## config.mk

```make
export PLATFORM = sky130hd
export DESIGN_NAME = mem_port_arbiter_flat
export DESIGN_NICKNAME = d
export VERILOG_FILES = /design/src/rtl/mem_port_arbiter_if.sv /design/src/rtl/mem_port_arbiter.sv /design/src/flat_wrapper.sv
export SDC_FILE = /design/constraint.sdc
export NUM_CORES = 1
export LEC_CHECK = 0
export CAP_MARGIN = 30
export CORE_AREA = 2 2 144 146
export DETAILED_ROUTE_END_ITERATION = 12
export DIE_AREA = 0 0 146 148
export GPL_ROUTABILITY_DRIVEN = 0
export PLACE_DENSITY = 0.86
export SETUP_SLACK_MARGIN = 0.4
export SLEW_MARGIN = 15
export SYNTH_ARGS = -nofsm -noshare
export SYNTH_HDL_FRONTEND = slang
export SYNTH_SLANG_ARGS = --single-unit
export TNS_END_PERCENT = 5
```

## constraint.sdc

```tcl
create_clock -name clk -period 6.5 [get_ports clk]
set_clock_uncertainty 0.2 [all_clocks]
set_input_delay 0.975 -clock clk [delete_from_list [all_inputs] [get_ports clk]]
set_output_delay 0.975 -clock clk [all_outputs]
set_load 0.02 [all_outputs]
```

## src/rtl/mem_port_arbiter_if.sv

```systemverilog
// mem_port_arbiter_if: IF/DM requester handshakes and the shared memory port bundle
interface mem_port_arbiter_if #(parameter int AW = 32, parameter int DW = 32);
  logic          if_req;
  logic [AW-1:0] if_adr;
  logic [DW-1:0] if_rdata;
  logic          if_ack;
  logic          if_err;
  logic          dm_req;
  logic          dm_wr;
  logic [AW-1:0] dm_adr;
  logic [DW-1:0] dm_wdata;
  logic [DW-1:0] dm_rdata;
  logic          dm_ack;
  logic          dm_err;
  logic [AW-1:0] mem_adr;
  logic [DW-1:0] mem_din;
  logic          mem_mrd;
  logic          mem_mwr;
  logic [DW-1:0] mem_dout;
  logic          busy;
  modport slave (
    input  if_req, if_adr, dm_req, dm_wr, dm_adr, dm_wdata, mem_dout,
    output if_rdata, if_ack, if_err, dm_rdata, dm_ack, dm_err, mem_adr, mem_din, mem_mrd, mem_mwr, busy
  );
  modport master (
    output if_req, if_adr, dm_req, dm_wr, dm_adr, dm_wdata, mem_dout,
    input  if_rdata, if_ack, if_err, dm_rdata, dm_ack, dm_err, mem_adr, mem_din, mem_mrd, mem_mwr, busy
  );
endinterface

```

## src/rtl/mem_port_arbiter.sv

```systemverilog
// mem_port_arbiter: round-robin IF/DM sharing of one memory port with wait states and misalignment flagging
module mem_port_arbiter #(
  parameter int WAIT_CYCLES = 2,
  parameter int AW = 32,
  parameter int DW = 32
) (
  input logic clk,
  input logic rst,
  mem_port_arbiter_if.slave bus
);
  typedef enum logic [1:0] {IDLE, ACCESS, ACK} state_t;
  state_t state, state_n;
  logic owner, owner_n, last, last_n, wr, wr_n, err, err_n;
  logic [3:0] cnt, cnt_n;
  logic [AW-1:0] adr, adr_n;
  logic [DW-1:0] wdata, wdata_n, if_rdata_n, dm_rdata_n;
  logic grant_dm;
  // owner/last: 0 = IF, 1 = DM; on a tie the requester not granted last time wins
  assign grant_dm = bus.dm_req && (!bus.if_req || !last);
  assign bus.busy = state != IDLE;
  always_comb begin
    state_n = state;
    owner_n = owner;
    last_n = last;
    wr_n = wr;
    err_n = err;
    cnt_n = cnt;
    adr_n = adr;
    wdata_n = wdata;
    if_rdata_n = bus.if_rdata;
    dm_rdata_n = bus.dm_rdata;
    case (state)
      IDLE: if (bus.if_req || bus.dm_req) begin
        owner_n = grant_dm;
        last_n = grant_dm;
        adr_n = grant_dm ? bus.dm_adr : bus.if_adr;
        wr_n = grant_dm && bus.dm_wr;
        wdata_n = bus.dm_wdata;
        err_n = adr_n[1:0] != 2'b00;
        cnt_n = 4'(WAIT_CYCLES - 1);
        state_n = err_n ? ACK : ACCESS;
        dm_rdata_n = (err_n && grant_dm) ? '0 : dm_rdata_n;
        if_rdata_n = (err_n && !grant_dm) ? '0 : if_rdata_n;
      end
      ACCESS: begin
        cnt_n = cnt - 4'd1;
        if (cnt == 4'd0) begin
          state_n = ACK;
          cnt_n = 4'd0;
          dm_rdata_n = (!wr && owner) ? bus.mem_dout : dm_rdata_n;
          if_rdata_n = (!wr && !owner) ? bus.mem_dout : if_rdata_n;
        end
      end
      default: state_n = IDLE;
    endcase
  end
  // outputs are registered from the next-state view so they line up with the state they belong to
  always_ff @(posedge clk or posedge rst) begin
    if (rst) begin
      state <= IDLE;
      owner <= 1'b0;
      last <= 1'b0;
      wr <= 1'b0;
      err <= 1'b0;
      cnt <= 4'd0;
      adr <= '0;
      wdata <= '0;
      bus.if_rdata <= '0;
      bus.dm_rdata <= '0;
      bus.if_ack <= 1'b0;
      bus.if_err <= 1'b0;
      bus.dm_ack <= 1'b0;
      bus.dm_err <= 1'b0;
      bus.mem_adr <= '0;
      bus.mem_din <= '0;
      bus.mem_mrd <= 1'b0;
      bus.mem_mwr <= 1'b0;
    end else begin
      state <= state_n;
      owner <= owner_n;
      last <= last_n;
      wr <= wr_n;
      err <= err_n;
      cnt <= cnt_n;
      adr <= adr_n;
      wdata <= wdata_n;
      bus.if_rdata <= if_rdata_n;
      bus.dm_rdata <= dm_rdata_n;
      bus.if_ack <= state_n == ACK && !owner_n;
      bus.if_err <= state_n == ACK && !owner_n && err_n;
      bus.dm_ack <= state_n == ACK && owner_n;
      bus.dm_err <= state_n == ACK && owner_n && err_n;
      bus.mem_adr <= state_n == ACCESS ? adr_n : '0;
      bus.mem_din <= (state_n == ACCESS && wr_n) ? wdata_n : '0;
      bus.mem_mrd <= state_n == ACCESS && !wr_n;
      bus.mem_mwr <= state_n == ACCESS && wr_n && cnt_n == 4'd0;
    end
  end
endmodule

```

## src/flat_wrapper.sv

```systemverilog
// flat-port wrapper written by rule: the top's interface ports become plain ports
module mem_port_arbiter_flat 
#(
  parameter int WAIT_CYCLES = 2,
  parameter int AW = 32,
  parameter int DW = 32
)
  (clk, rst, bus_if_req, bus_if_adr, bus_dm_req, bus_dm_wr, bus_dm_adr, bus_dm_wdata, bus_mem_dout, bus_if_rdata, bus_if_ack, bus_if_err, bus_dm_rdata, bus_dm_ack, bus_dm_err, bus_mem_adr, bus_mem_din, bus_mem_mrd, bus_mem_mwr, bus_busy);
  mem_port_arbiter_if #(.AW(AW), .DW(DW)) bus_i ();
  input logic clk;
  input logic rst;
  input wire logic [$bits(bus_i.if_req)-1:0] bus_if_req;
  input wire logic [$bits(bus_i.if_adr)-1:0] bus_if_adr;
  input wire logic [$bits(bus_i.dm_req)-1:0] bus_dm_req;
  input wire logic [$bits(bus_i.dm_wr)-1:0] bus_dm_wr;
  input wire logic [$bits(bus_i.dm_adr)-1:0] bus_dm_adr;
  input wire logic [$bits(bus_i.dm_wdata)-1:0] bus_dm_wdata;
  input wire logic [$bits(bus_i.mem_dout)-1:0] bus_mem_dout;
  output wire logic [$bits(bus_i.if_rdata)-1:0] bus_if_rdata;
  output wire logic [$bits(bus_i.if_ack)-1:0] bus_if_ack;
  output wire logic [$bits(bus_i.if_err)-1:0] bus_if_err;
  output wire logic [$bits(bus_i.dm_rdata)-1:0] bus_dm_rdata;
  output wire logic [$bits(bus_i.dm_ack)-1:0] bus_dm_ack;
  output wire logic [$bits(bus_i.dm_err)-1:0] bus_dm_err;
  output wire logic [$bits(bus_i.mem_adr)-1:0] bus_mem_adr;
  output wire logic [$bits(bus_i.mem_din)-1:0] bus_mem_din;
  output wire logic [$bits(bus_i.mem_mrd)-1:0] bus_mem_mrd;
  output wire logic [$bits(bus_i.mem_mwr)-1:0] bus_mem_mwr;
  output wire logic [$bits(bus_i.busy)-1:0] bus_busy;
  assign bus_i.if_req = bus_if_req;
  assign bus_i.if_adr = bus_if_adr;
  assign bus_i.dm_req = bus_dm_req;
  assign bus_i.dm_wr = bus_dm_wr;
  assign bus_i.dm_adr = bus_dm_adr;
  assign bus_i.dm_wdata = bus_dm_wdata;
  assign bus_i.mem_dout = bus_mem_dout;
  assign bus_if_rdata = bus_i.if_rdata;
  assign bus_if_ack = bus_i.if_ack;
  assign bus_if_err = bus_i.if_err;
  assign bus_dm_rdata = bus_i.dm_rdata;
  assign bus_dm_ack = bus_i.dm_ack;
  assign bus_dm_err = bus_i.dm_err;
  assign bus_mem_adr = bus_i.mem_adr;
  assign bus_mem_din = bus_i.mem_din;
  assign bus_mem_mrd = bus_i.mem_mrd;
  assign bus_mem_mwr = bus_i.mem_mwr;
  assign bus_busy = bus_i.busy;
  mem_port_arbiter #(.WAIT_CYCLES(WAIT_CYCLES), .AW(AW), .DW(DW)) u_core (.clk(clk), .rst(rst), .bus(bus_i));
endmodule
```

==> flow_summary.toml <==
[cts]
cts_buffer_depth = 3
cts_buffers = 22
cts_resized = 0
cts_setup_buffers = 0
cts.clk_slew.worst_paths_ns = 0.06
tritoncts = "yes"
clock_latency_ns = 0.50
cts_hold_buf = 0
htreeDepth = 1
cts_sinks = 208
cts_root_buf = "clkbuf_16"

[yosys]
yosys_warnings = 0
ys_async_sr_fraction_pct = 100.0
avgSynthCellArea_um2 = 13.50
yosysMostFrequentCell = "dfrtp_1"
yosysSeqAreaShare_pct = 64.15
synth.distinct_cells = 39
synth_top_area_cell = "dfrtp_1"
ys_ff_latch = 208
synth_top_area_share_pct = 64.15
syn_nets = 735
ys_top_cells_by_count = "dfrtp_1 (208), mux2_2 (64), nor2_1 (43)"
synth.area.top_cells = "dfrtp_1 (64%), mux2_2 (8.9%), mux2_1 (4.3%)"
synth_edf_count = 0
synthFlopType = "dfrtp_1"
syn_inst = 601
netlist_area_um2 = 8114

[grt]
grt_antenna_before_repair = 0
grt_pass1_vias = 6108
grt_use_total_pct = 18.19
grt_max_degree = 101
grt_overflow = 0
grt_use_met2_pct = 31.91
globalRouteMet3Util_pct = 5.093
busiest_layer = "met2"
grt_pass1_wl_mm = 31.81
grt_use_met1_pct = 21.85

[drt]
avgViaCountPerCell = 4.826
drt-initial-drc-count = 223
drc = 0
dr.pass1.iters = 6
wl_per_cell_um = 17.05
routed_wl_mm = 19.64
final_antenna_net_count = 0
vias = 5559

[job]
maxCapViolations = 0

[setup_path]
path_common_cell = "buf_4"
cp-end-kind = "flop"
required_ns = 6.69
crit_path_max_fanout = 35
worst_ep_arrival_time_ns = 3.78
crit_family = "buffers and inverters"
crit_path_cell_trace = "clkdlybuf4s50_1 > a21boi_4 > buf_4 > mux2i_1 > o32a_1 > buf_8 > buf_4 > nor2b_1"
startpoint_type = "input port"
crit_buf_inv = 4
critPathSlowestCell = "clkdlybuf4s50_1"
critPathKind = "in -> reg"
critPathMaxStageDelay_ns = 0.64

[pwr]
p_leak_nw = 5.271
p_clk_share_pct = 22.8
powerDensity_nw_per_um2 = 467.6
switchingPower_mw = 1.884
switching_share_pct = 33.87
p_seq_share_pct = 36.5
pwr-share-comb_pct = 40.7
p_int_mw = 3.679
power_mw = 5.562
ir_drop_mv = 0.2067

[placed_design]
dpl.cell_count = 1112
pre_cts_slack_ns = 2.424
hpwl_mm = 13.82
portBuffers = 267
post_dp_cell_area_um2 = 11120

[die]
floorplan.rows = 52
ios = 268
fp.coreArea_um2 = 20040
dieArea_um2 = 21610
initial_core_util_pct = 40.49
dieHeight_um = 148
fp.dieW_um = 146

[sta]
final.setup.worst_slack_ns = 2.908
finalCriticalPeriod_ns = 3.592
tightest_slew_ns = 0.9383
period_share_pct = 55.27
drv_slew = 0
rsz0062_at_grt = "no"
fmax_ghz = 0.2784
relSlewSlack_pct = 37.44
setup_violations = 0
whs_ns = 0.2851
hold_viol = 0
fin_setup_tns_ns = 0

[final_layout]
area_growth_pct = 46.60
multiInputGateArea_um2 = 2728
stdcell_area_um2 = 11900
drive_above_1_share_pct = 13.95
register_area_um2 = 5205
diodes = 0
fin_nets = 1001
nFillCells = 1636
utilization_pct = 59.36
fin_cells = 1152

[run_status]
status = "finished, final reports clean"

[worst_hold_path]
hold_path.class = "reg -> reg"
[worst register-to-register path, stage by stage (launching register included)]
cell      delay [ns]
dfrtp_1         0.43
a21boi_4        0.16
buf_4           0.48
mux2i_1         0.43
o32a_1          0.57
buf_8           0.23
buf_4           0.19
nor2b_1         0.06
[path summary, 6_finish.rpt]
kind | slack (ns) | depth (start not counted) | start | end
worst max-delay path | 2.91 | 8 | bus_dm_req | u_core.bus.mem_din[18]$_DFF_PP0_
worst min-delay path | 0.29 | 1 | u_core.bus.dm_rdata[22]$_DFFE_PP0P_ | u_core.bus.dm_rdata[22]$_DFFE_PP0P_
worst max register to register | 3.65 | 7 | u_core.last$_DFFE_PP0P_ | u_core.bus.mem_din[18]$_DFF_PP0_
worst min register to register | 0.29 | 1 | u_core.bus.dm_rdata[22]$_DFFE_PP0P_ | u_core.bus.dm_rdata[22]$_DFFE_PP0P_
max in group asynchronous | 4.34 | 3 | rst | u_core.bus.dm_rdata[6]$_DFFE_PP0P_
min in group asynchronous | 0.65 | 2 | rst | u_core.bus.dm_rdata[23]$_DFFE_PP0P_
[registers in the layout (all words and copies together) (netlist names), 2 cells and up]
register             flops
u_core.bus.if_rdata     32
u_core.cnt               4
u_core.bus.mem_adr      32
u_core.state             2
u_core.adr              32
u_core.wdata            32
u_core.bus.dm_rdata     32
u_core.bus.mem_din      32
[power by group through the flow]
stage / Sequential, mW / Clock (mW) / Combinational, mW
6_report: 2.03 / 1.27 / 2.26
5_1_grt: 2.09 / 1.36 / 2.42
4_1_cts: 2.04 / 1.31 / 2.29
3_3_place_gp: 2.03 / 0 / 2.17
2_1_floorplan: 2.40 / 0 / 0.905
3_5_place_dp: 2.05 / 0 / 2.28
[metal layers]
| metal | part of all wire, % | routed length [um] |
|---|---|---|
| met2 | 50 | 9851 |
| met1 | 40 | 7759 |
| met5 | 0 | 0 |
| met3 | 7.5 | 1476 |
| met4 | 2.8 | 551 |
[cell families after synthesis]
logic type,synth area share (%)
adder cells (fa/ha/maj),0.1542
AND/OR/NAND/NOR,8.651
multiplexers,17.38
flip-flops,64.15
AO/OA/AOI/OAI,6.816
buffers and inverters,2.853
[cell type report]
| type | count | share of cell area (%) |
|---|---|---|
| inverters | 11 | 0.3787 |
| repair buffers | 279 | 23.79 |
| clock inverters | 7 | 0.5890 |
| flip-flops and latches | 208 | 43.76 |
| multi-input cells | 345 | 22.93 |
| clock buffers | 32 | 5.712 |
| well taps | 270 | 2.840 |
[layout by cell type, fill, tap and decap left out, types with 3 or more instances in the layout]
cell type and n:
a211oi_1 32, a21oi_1 33, and2_1 33, buf_16 3, buf_4 8, clkbuf_16 23, clkbuf_8 7, clkdlybuf4s50_1 267
clkinv_2 3, dfrtp_1 208, inv_1 10, mux2_1 31, mux2_2 64, mux2i_1 34, nand2_1 7, nand2b_1 3
nor2_1 42, nor2b_1 31, o21ai_0 5
Power figures use the tool's default switching activity.
